===== src/rtl/spi_slave_param.sv =====
// spi_slave_param: parameterised SPI slave.
// All SPI inputs are synchronised into clk and every decision is made from
// the synchronised copies and their delayed versions.
// Received words go out on rx_data with a valid/ack handshake. Transmit words
// come in through a one-deep holding register.
//
// Ports:
//   clk, rst_n            system clock (rising edge), async active-low reset
//   sclk, cs, mosi        SPI bus from the master (asynchronous to clk)
//   miso                  serial data out, 0 while deselected
//   rx_data, rx_valid     last complete word, and whether it is still unacknowledged
//   rx_ack                consumer acknowledge
//   rx_overrun            1-cycle pulse when an unacknowledged word is overwritten
//   tx_data, tx_load      word to transmit, and its write strobe
//   tx_ready              holding register empty
//   frame_err             1-cycle pulse when cs rises in the middle of a word
//   busy                  synchronised cs is low
//
// state  | meaning
// IDLE   | deselected; sclk edges are ignored, miso held at 0
// ACTIVE | selected; sample/shift edges move data through the shifters
module spi_slave_param #(
    parameter int DATA_W      = 8,
    parameter int CPOL        = 0,
    parameter int CPHA        = 0,
    parameter int MSB_FIRST   = 1,
    parameter int SYNC_STAGES = 2
) (
    input  logic              clk,
    input  logic              rst_n,
    input  logic              sclk,
    input  logic              cs,
    input  logic              mosi,
    output logic              miso,
    output logic [DATA_W-1:0] rx_data,
    output logic              rx_valid,
    input  logic              rx_ack,
    output logic              rx_overrun,
    input  logic [DATA_W-1:0] tx_data,
    input  logic              tx_load,
    output logic              tx_ready,
    output logic              frame_err,
    output logic              busy
);

    localparam int               CNT_W       = $clog2(DATA_W);
    localparam logic [CNT_W-1:0] LAST_CNT    = CNT_W'(DATA_W - 1);
    localparam logic             SCLK_IDLE   = (CPOL != 0);
    localparam logic             SAMPLE_RISE = (CPOL == CPHA);
    localparam logic             MSB_ORDER   = (MSB_FIRST != 0);

    typedef enum logic {IDLE, ACTIVE} state_t;

    state_t state, state_next;

    logic [SYNC_STAGES-1:0] sclk_sync, cs_sync, mosi_sync;
    logic sclk_s, cs_s, mosi_s, sclk_d, cs_d;
    logic sclk_rise, sclk_fall, sample_edge, shift_edge, cs_fall, cs_rise;
    logic active;

    logic [CNT_W-1:0]  bit_cnt, cnt_after;
    logic [DATA_W-1:0] rx_shift, rx_word;
    logic [DATA_W-1:0] hold_reg, tx_shift, tx_src;
    logic              hold_full, miso_q;
    logic              do_sample, last_bit, word_done, word_start, do_shift, frame_abort;

    function automatic logic first_bit(input logic [DATA_W-1:0] v);
        return MSB_ORDER ? v[DATA_W-1] : v[0];
    endfunction

    function automatic logic [DATA_W-1:0] advance(input logic [DATA_W-1:0] v);
        return MSB_ORDER ? {v[DATA_W-2:0], 1'b0} : {1'b0, v[DATA_W-1:1]};
    endfunction

    // Synchronisers reset to the bus idle levels so release of reset with
    // the bus idle produces no spurious edges.
    always_ff @(posedge clk or negedge rst_n) begin
        if (!rst_n) begin
            sclk_sync <= {SYNC_STAGES{SCLK_IDLE}};
            cs_sync   <= '1;
            mosi_sync <= '0;
            sclk_d    <= SCLK_IDLE;
            cs_d      <= 1'b1;
        end else begin
            sclk_sync <= {sclk_sync[SYNC_STAGES-2:0], sclk};
            cs_sync   <= {cs_sync[SYNC_STAGES-2:0], cs};
            mosi_sync <= {mosi_sync[SYNC_STAGES-2:0], mosi};
            sclk_d    <= sclk_s;
            cs_d      <= cs_s;
        end
    end

    assign sclk_s      = sclk_sync[SYNC_STAGES-1];
    assign cs_s        = cs_sync[SYNC_STAGES-1];
    assign mosi_s      = mosi_sync[SYNC_STAGES-1];
    assign sclk_rise   = sclk_s & ~sclk_d;
    assign sclk_fall   = ~sclk_s & sclk_d;
    assign sample_edge = SAMPLE_RISE ? sclk_rise : sclk_fall;
    assign shift_edge  = SAMPLE_RISE ? sclk_fall : sclk_rise;
    assign cs_fall     = ~cs_s & cs_d;
    assign cs_rise     = cs_s & ~cs_d;

    // FSM: state register
    always_ff @(posedge clk or negedge rst_n) begin
        if (!rst_n) state <= IDLE;
        else        state <= state_next;
    end

    // FSM: next state
    always_comb begin
        state_next = state;
        case (state)
            IDLE:    if (cs_fall) state_next = ACTIVE;
            ACTIVE:  if (cs_rise) state_next = IDLE;
            default: state_next = IDLE;
        endcase
    end

    // FSM: outputs
    always_comb begin
        active = 1'b0;
        miso   = 1'b0;
        busy   = ~cs_s;
        case (state)
            ACTIVE: begin
                active = 1'b1;
                miso   = miso_q & ~cs_s;
            end
            default: ;
        endcase
    end

    assign do_sample = active & sample_edge;
    assign last_bit  = (bit_cnt == LAST_CNT);
    assign word_done = do_sample & last_bit;
    assign rx_word   = MSB_ORDER ? {rx_shift[DATA_W-2:0], mosi_s}
                                 : {mosi_s, rx_shift[DATA_W-1:1]};
    assign cnt_after = do_sample ? (last_bit ? '0 : bit_cnt + CNT_W'(1)) : bit_cnt;

    // A final sample landing together with the cs rise completes the word,
    // so the abort decision looks at the count after this cycle's sample.
    assign frame_abort = active & cs_rise & (cnt_after != '0);

    // Word start: cs fall, or counter wrap while the frame is still selected.
    assign word_start = (~active & cs_fall) | (word_done & ~cs_s);

    // With CPHA=0 the first bit is presented at word start, so the shift
    // edge that follows the last sample of a word (count already wrapped)
    // must not advance the new word.
    assign do_shift = active & shift_edge & ((CPHA != 0) | (bit_cnt != '0));
    assign tx_src   = hold_full ? hold_reg : '0;
    assign tx_ready = ~hold_full;

    always_ff @(posedge clk or negedge rst_n) begin
        if (!rst_n) begin
            bit_cnt    <= '0;
            rx_shift   <= '0;
            rx_data    <= '0;
            rx_valid   <= 1'b0;
            rx_overrun <= 1'b0;
            frame_err  <= 1'b0;
        end else begin
            bit_cnt    <= active ? cnt_after : '0;
            rx_overrun <= 1'b0;
            frame_err  <= frame_abort;
            if (do_sample) rx_shift <= rx_word;
            if (word_done) begin
                rx_data    <= rx_word;
                rx_valid   <= 1'b1;
                rx_overrun <= rx_valid & ~rx_ack;
            end else if (rx_ack) begin
                rx_valid <= 1'b0;
            end
        end
    end

    always_ff @(posedge clk or negedge rst_n) begin
        if (!rst_n) begin
            hold_reg  <= '0;
            hold_full <= 1'b0;
            tx_shift  <= '0;
            miso_q    <= 1'b0;
        end else begin
            if (word_start) begin
                hold_full <= 1'b0;
                if (CPHA == 0) begin
                    miso_q   <= first_bit(tx_src);
                    tx_shift <= advance(tx_src);
                end else begin
                    tx_shift <= tx_src;
                end
            end else if (do_shift) begin
                miso_q   <= first_bit(tx_shift);
                tx_shift <= advance(tx_shift);
            end
            // A load accepted in a word-start cycle refills the register
            // after the (empty) transfer, so it goes out in the next word.
            if (tx_load && !hold_full) begin
                hold_reg  <= tx_data;
                hold_full <= 1'b1;
            end
        end
    end

endmodule


===== config.mk =====
export PLATFORM = sky130hd
export DESIGN_NAME = spi_slave_param
export DESIGN_NICKNAME = d
export VERILOG_FILES = /design/src/rtl/spi_slave_param.sv
export SDC_FILE = /design/constraint.sdc
export NUM_CORES = 1
export LEC_CHECK = 0
export ABC_AREA = 1
export CAP_MARGIN = 40
export CORE_MARGIN = 5
export CORE_UTILIZATION = 35
export DETAILED_ROUTE_END_ITERATION = 16
export PLACE_DENSITY_LB_ADDON = 0.12
export SLEW_MARGIN = 20
export SYNTH_ARGS = -nofsm -noshare
export SYNTH_HDL_FRONTEND = slang
export SYNTH_SLANG_ARGS = --single-unit

===== constraint.sdc =====
create_clock -name clk -period 1.4 [get_ports clk]
set_input_delay 0.14 -clock clk [delete_from_list [all_inputs] [get_ports clk]]
set_output_delay 0.14 -clock clk [all_outputs]
set_load 0.05 [all_outputs]

==> flow_metrics.tcl <==
set metrics [dict create \
    irDropWorstVdd_mv 0.6644 \
    timing.critical_path.max_delay_family "flip-flops" \
    total_routed_wirelength_mm 3.611 \
    number_of_global_route_vias_before_repair 1420 \
    globalRouteTotalUtil_pct 10.88 \
    hold_path.class "in -> reg" \
    comb_power_share_pct 25.7 \
    globalRoute.totalOverflow 0 \
    detailed_place.area_um2 2492 \
    crit_path_top_delay_cell "sky130_fd_sc_hd__dfstp_2" \
    die_w_um 84.85 \
    critical_path.n_buffers_inverters 3 \
    synthesis.instances 190 \
    type_of_origin_of_the_critical_path "flop" \
    setup-violations-final 0 \
    cell_internal_pwr_w 0.002743 \
    syn-cell-area_um2 1961 \
    setup_total_negative_slack_ns 0 \
    core_um2 5473 \
    wire_per_inst_um 11.69 \
    hold_viol_final 0 \
    status "complete, no violations" \
    number_of_nets_still_failing_antenna_checks_after_routing 0 \
    clock_tree.buffer_depth 2 \
    drt_iter0_drc 48 \
    design.final.nets 254 \
    whs_ns 0.2592 \
    p_leak_nw 1.296 \
    gp_congestion 0.7566 \
    synth_fp_nets 208 \
    root_buffer_master "sky130_fd_sc_hd__clkbuf_8" \
    maximum_number_of_pins_on_one_net_before_global_route_repair 48 \
    clock_sinks 47 \
    worstPathMaxFanout 5 \
    max_cap_viol_count 0 \
    port_buffers 28 \
    synth.distinct_cells 22 \
    die_area_um2 7199 \
    yosysTopAreaCell "sky130_fd_sc_hd__dfrtp_1" \
    syn_avg_cell_area_um2 10.32 \
    cp_data_arrival_time_ns 1.21 \
    required_time_at_the_endpoint_of_the_critical_path_ns 1.26 \
    layout-area-overhead-vs-synth_pct 36.57 \
    diodes 0 \
    grt_first_pass_wirelength_mm 6.361 \
    io-pin-count 29 \
    pwr_per_cell_area_nw_per_um2 1461 \
    placement.setup.worst_slack_ns -0.03558 \
    power.net_switching_w 0.001169 \
    route.detailed.drc 0 \
    clkTransAtPathRegs_ns 0.09 \
    netlist_top_cells_area "sky130_fd_sc_hd__dfrtp_1, sky130_fd_sc_hd__nand2_1, sky130_fd_sc_hd__mux2_2" \
    fmax_mhz 740.1 \
    power.switching_fraction_pct 29.87 \
    finalClockSkew_ns 0.007428 \
    antenna_found_initial 0 \
    critical_path.endpoint_type "output pin" \
    timing.final.ws_setup_ns 0.04878 \
    drtPass1Iterations 4 \
    timing.critical_path.slowest_cell_delay_ns 0.58 \
    yosys_warnings 0 \
    synth.ff_latch_count 47 \
    clock_tree_from_tritoncts "done" \
    route.vias.total 1377 \
    timing.final.crit_share_pct 96.52 \
    placed_wire_length_estimate_mm 2.559 \
    initial_core_util_pct 35.83 \
    pwr-share-clk_pct 26.7 \
    fp-row-count 27 \
    clkLatencyLatePin_ns 0.30 \
    final_design_area_no_fill_um2 2678 \
    synth_seq_area_share_pct 60.18 \
    pin_slew_with_the_least_headroom_to_its_limit_ns 0.2557 \
    avgViaCountPerCell 4.456 \
    crit_type "reg -> out" \
    netlist.area_leader.share_pct 56.16 \
    seq_power_share_pct 47.7 \
    timing.critical_path.cells "inv_2, buf_6, buf_12" \
    final_core_util_pct 48.93 \
    worst_slew_margin_rel_pct 82.95 \
    dieHeight_um 84.85 \
    cts_made_buffers 5 \
    post_route_cells_drive_above_1_share_pct 28.27 \
    fin_crit_ns 1.351 \
    finalMaxSlewViolations 0 \
    clock_tree.htree_level_count 2 \
]
==> metrics by stage <==
step                      power, W  std cells
final                     0.003912        309
after global routing      0.004202        309
after CTS                 0.003934        308
after detailed placement  0.002867        298
after global placement    0.002850        298
after floorplan           0.002567        190
==> cell usage after synthesis <==
| cell | count |
|---|---|
| sky130_fd_sc_hd__ha_1 | 3 |
| sky130_fd_sc_hd__nand3b_1 | 2 |
| sky130_fd_sc_hd__mux2_2 | 8 |
| sky130_fd_sc_hd__o21ai_0 | 11 |
| sky130_fd_sc_hd__buf_6 | 2 |
| sky130_fd_sc_hd__nor3_1 | 2 |
| sky130_fd_sc_hd__dfstp_2 | 3 |
| sky130_fd_sc_hd__nand3_2 | 1 |
| sky130_fd_sc_hd__nand3_1 | 16 |
| sky130_fd_sc_hd__nand2_2 | 3 |
| sky130_fd_sc_hd__nor3_2 | 1 |
| sky130_fd_sc_hd__dfrtp_1 | 44 |
| sky130_fd_sc_hd__or2_2 | 1 |
| sky130_fd_sc_hd__nor2_4 | 2 |
| sky130_fd_sc_hd__nand2_4 | 3 |
| sky130_fd_sc_hd__clkbuf_1 | 1 |
| sky130_fd_sc_hd__nand4_1 | 8 |
| sky130_fd_sc_hd__inv_1 | 23 |
| sky130_fd_sc_hd__o21ai_1 | 7 |
| sky130_fd_sc_hd__nor2_1 | 3 |
| sky130_fd_sc_hd__clkbuf_8 | 1 |
| sky130_fd_sc_hd__nand2_1 | 45 |
==> area by class of cell <==
cell class              count  area, um^2
inverters                  23       90.09
well taps                  72       90.09
fillers                   551        2795
multi-input cells         116       698.2
clock buffers               6       82.58
clock inverters             2       38.79
repair buffers             43       496.7
flip-flops and latches     47        1181
==> layout by cell type, fill, tap and decap left out <==
cell / netlist / final
sky130_fd_sc_hd__nand2_1: 45 / 43
sky130_fd_sc_hd__dfrtp_1: 44 / 43
sky130_fd_sc_hd__inv_1: 23 / 21
sky130_fd_sc_hd__nand3_1: 16 / 16
sky130_fd_sc_hd__buf_4: 0 / 16
sky130_fd_sc_hd__clkdlybuf4s50_1: 0 / 13
sky130_fd_sc_hd__buf_12: 0 / 11
sky130_fd_sc_hd__o21ai_1: 7 / 9
sky130_fd_sc_hd__o21ai_0: 11 / 9
sky130_fd_sc_hd__mux2_2: 8 / 8
sky130_fd_sc_hd__nand4_1: 8 / 8
sky130_fd_sc_hd__clkbuf_8: 1 / 6
sky130_fd_sc_hd__nand2_4: 3 / 5
sky130_fd_sc_hd__nor2_1: 3 / 3
sky130_fd_sc_hd__nand2_2: 3 / 3
sky130_fd_sc_hd__dfstp_2: 3 / 3
sky130_fd_sc_hd__nor2_4: 2 / 2
sky130_fd_sc_hd__nand3b_1: 2 / 2
sky130_fd_sc_hd__nand3_2: 1 / 1
sky130_fd_sc_hd__or2_4: 0 / 1
sky130_fd_sc_hd__inv_2: 0 / 1
sky130_fd_sc_hd__nor3_1: 2 / 1
sky130_fd_sc_hd__clkinvlp_4: 0 / 1
sky130_fd_sc_hd__nor3_4: 0 / 1
sky130_fd_sc_hd__nor3_2: 1 / 1
sky130_fd_sc_hd__ha_1: 3 / 1
sky130_fd_sc_hd__ha_2: 0 / 1
sky130_fd_sc_hd__ha_4: 0 / 1
sky130_fd_sc_hd__bufinv_16: 0 / 1
sky130_fd_sc_hd__inv_6: 0 / 1
sky130_fd_sc_hd__dlygate4sd3_1: 0 / 1
sky130_fd_sc_hd__buf_2: 0 / 1
sky130_fd_sc_hd__buf_6: 2 / 1
sky130_fd_sc_hd__dfrtp_2: 0 / 1
==> path summary, 6_finish.rpt <==
path	from	end	slack [ns]	cells after the start
min in group asynchronous	rst_n	rx_data[5]	0.34	3
hold / removal	cs	cs_sync[0]	0.26	1
max in group asynchronous	rst_n	cs_sync[0]	0.78	3
setup reg to reg	bit_cnt[0]	frame_err	0.07	8
setup / recovery	cs_sync[1]	busy	0.05	3
hold reg to reg	sclk_sync[0]	sclk_sync[1]	0.35	0
==> per-layer routing <==
| layer | vias to the layer above | GRT usage (%) | routed length (um) |
|---|---|---|---|
| met5 | - | 0 | 0 |
| met4 | 0 | 3.885 | 51 |
| met3 | 6 | 2.913 | 141 |
| met2 | 21 | 17.79 | 1716 |
| met1 | 643 | 13.90 | 1701 |
| li1 | 707 | - | - |
==> kinds of logic (layout without fill, tap and decap cells) <==
kind of cell / count (synthesis) / after routing / synth area share, %
simple gates: 87 / 87 / 22.27
buf+inv: 27 / 74 / 6.445
fa+ha+maj: 3 / 3 / 1.915
compound gates: 18 / 18 / 4.594
flops: 47 / 47 / 60.18
mux: 8 / 8 / 4.595
==> power by group through the flow <==
| stage | Combinational (W) | Clock [W] | Sequential (W) |
|---|---|---|---|
| CTS | 0.000985 | 0.00108 | 0.00187 |
| global placement | 0.000962 | 0 | 0.00189 |
| global route | 0.00114 | 0.00114 | 0.00192 |
| floorplan | 0.000715 | 0 | 0.00185 |
| detailed placement | 0.000974 | 0 | 0.00189 |
| finish | 0.00100 | 0.00104 | 0.00186 |
==> repair_timing <==
| item | in CTS | in global routing |
|---|---|---|
| pin swaps | 0 | 3 |
| resized for setup | 3 | 10 |
| endpoints found under the setup margin | 3 | 10 |
| hold buffers | 1 | 0 |
| setup buffers | 1 | 1 |
| cloned | 0 | 0 |
| endpoints found under the hold margin | 44 | 0 |
Note: power is estimated with default switching activity, not from simulation.
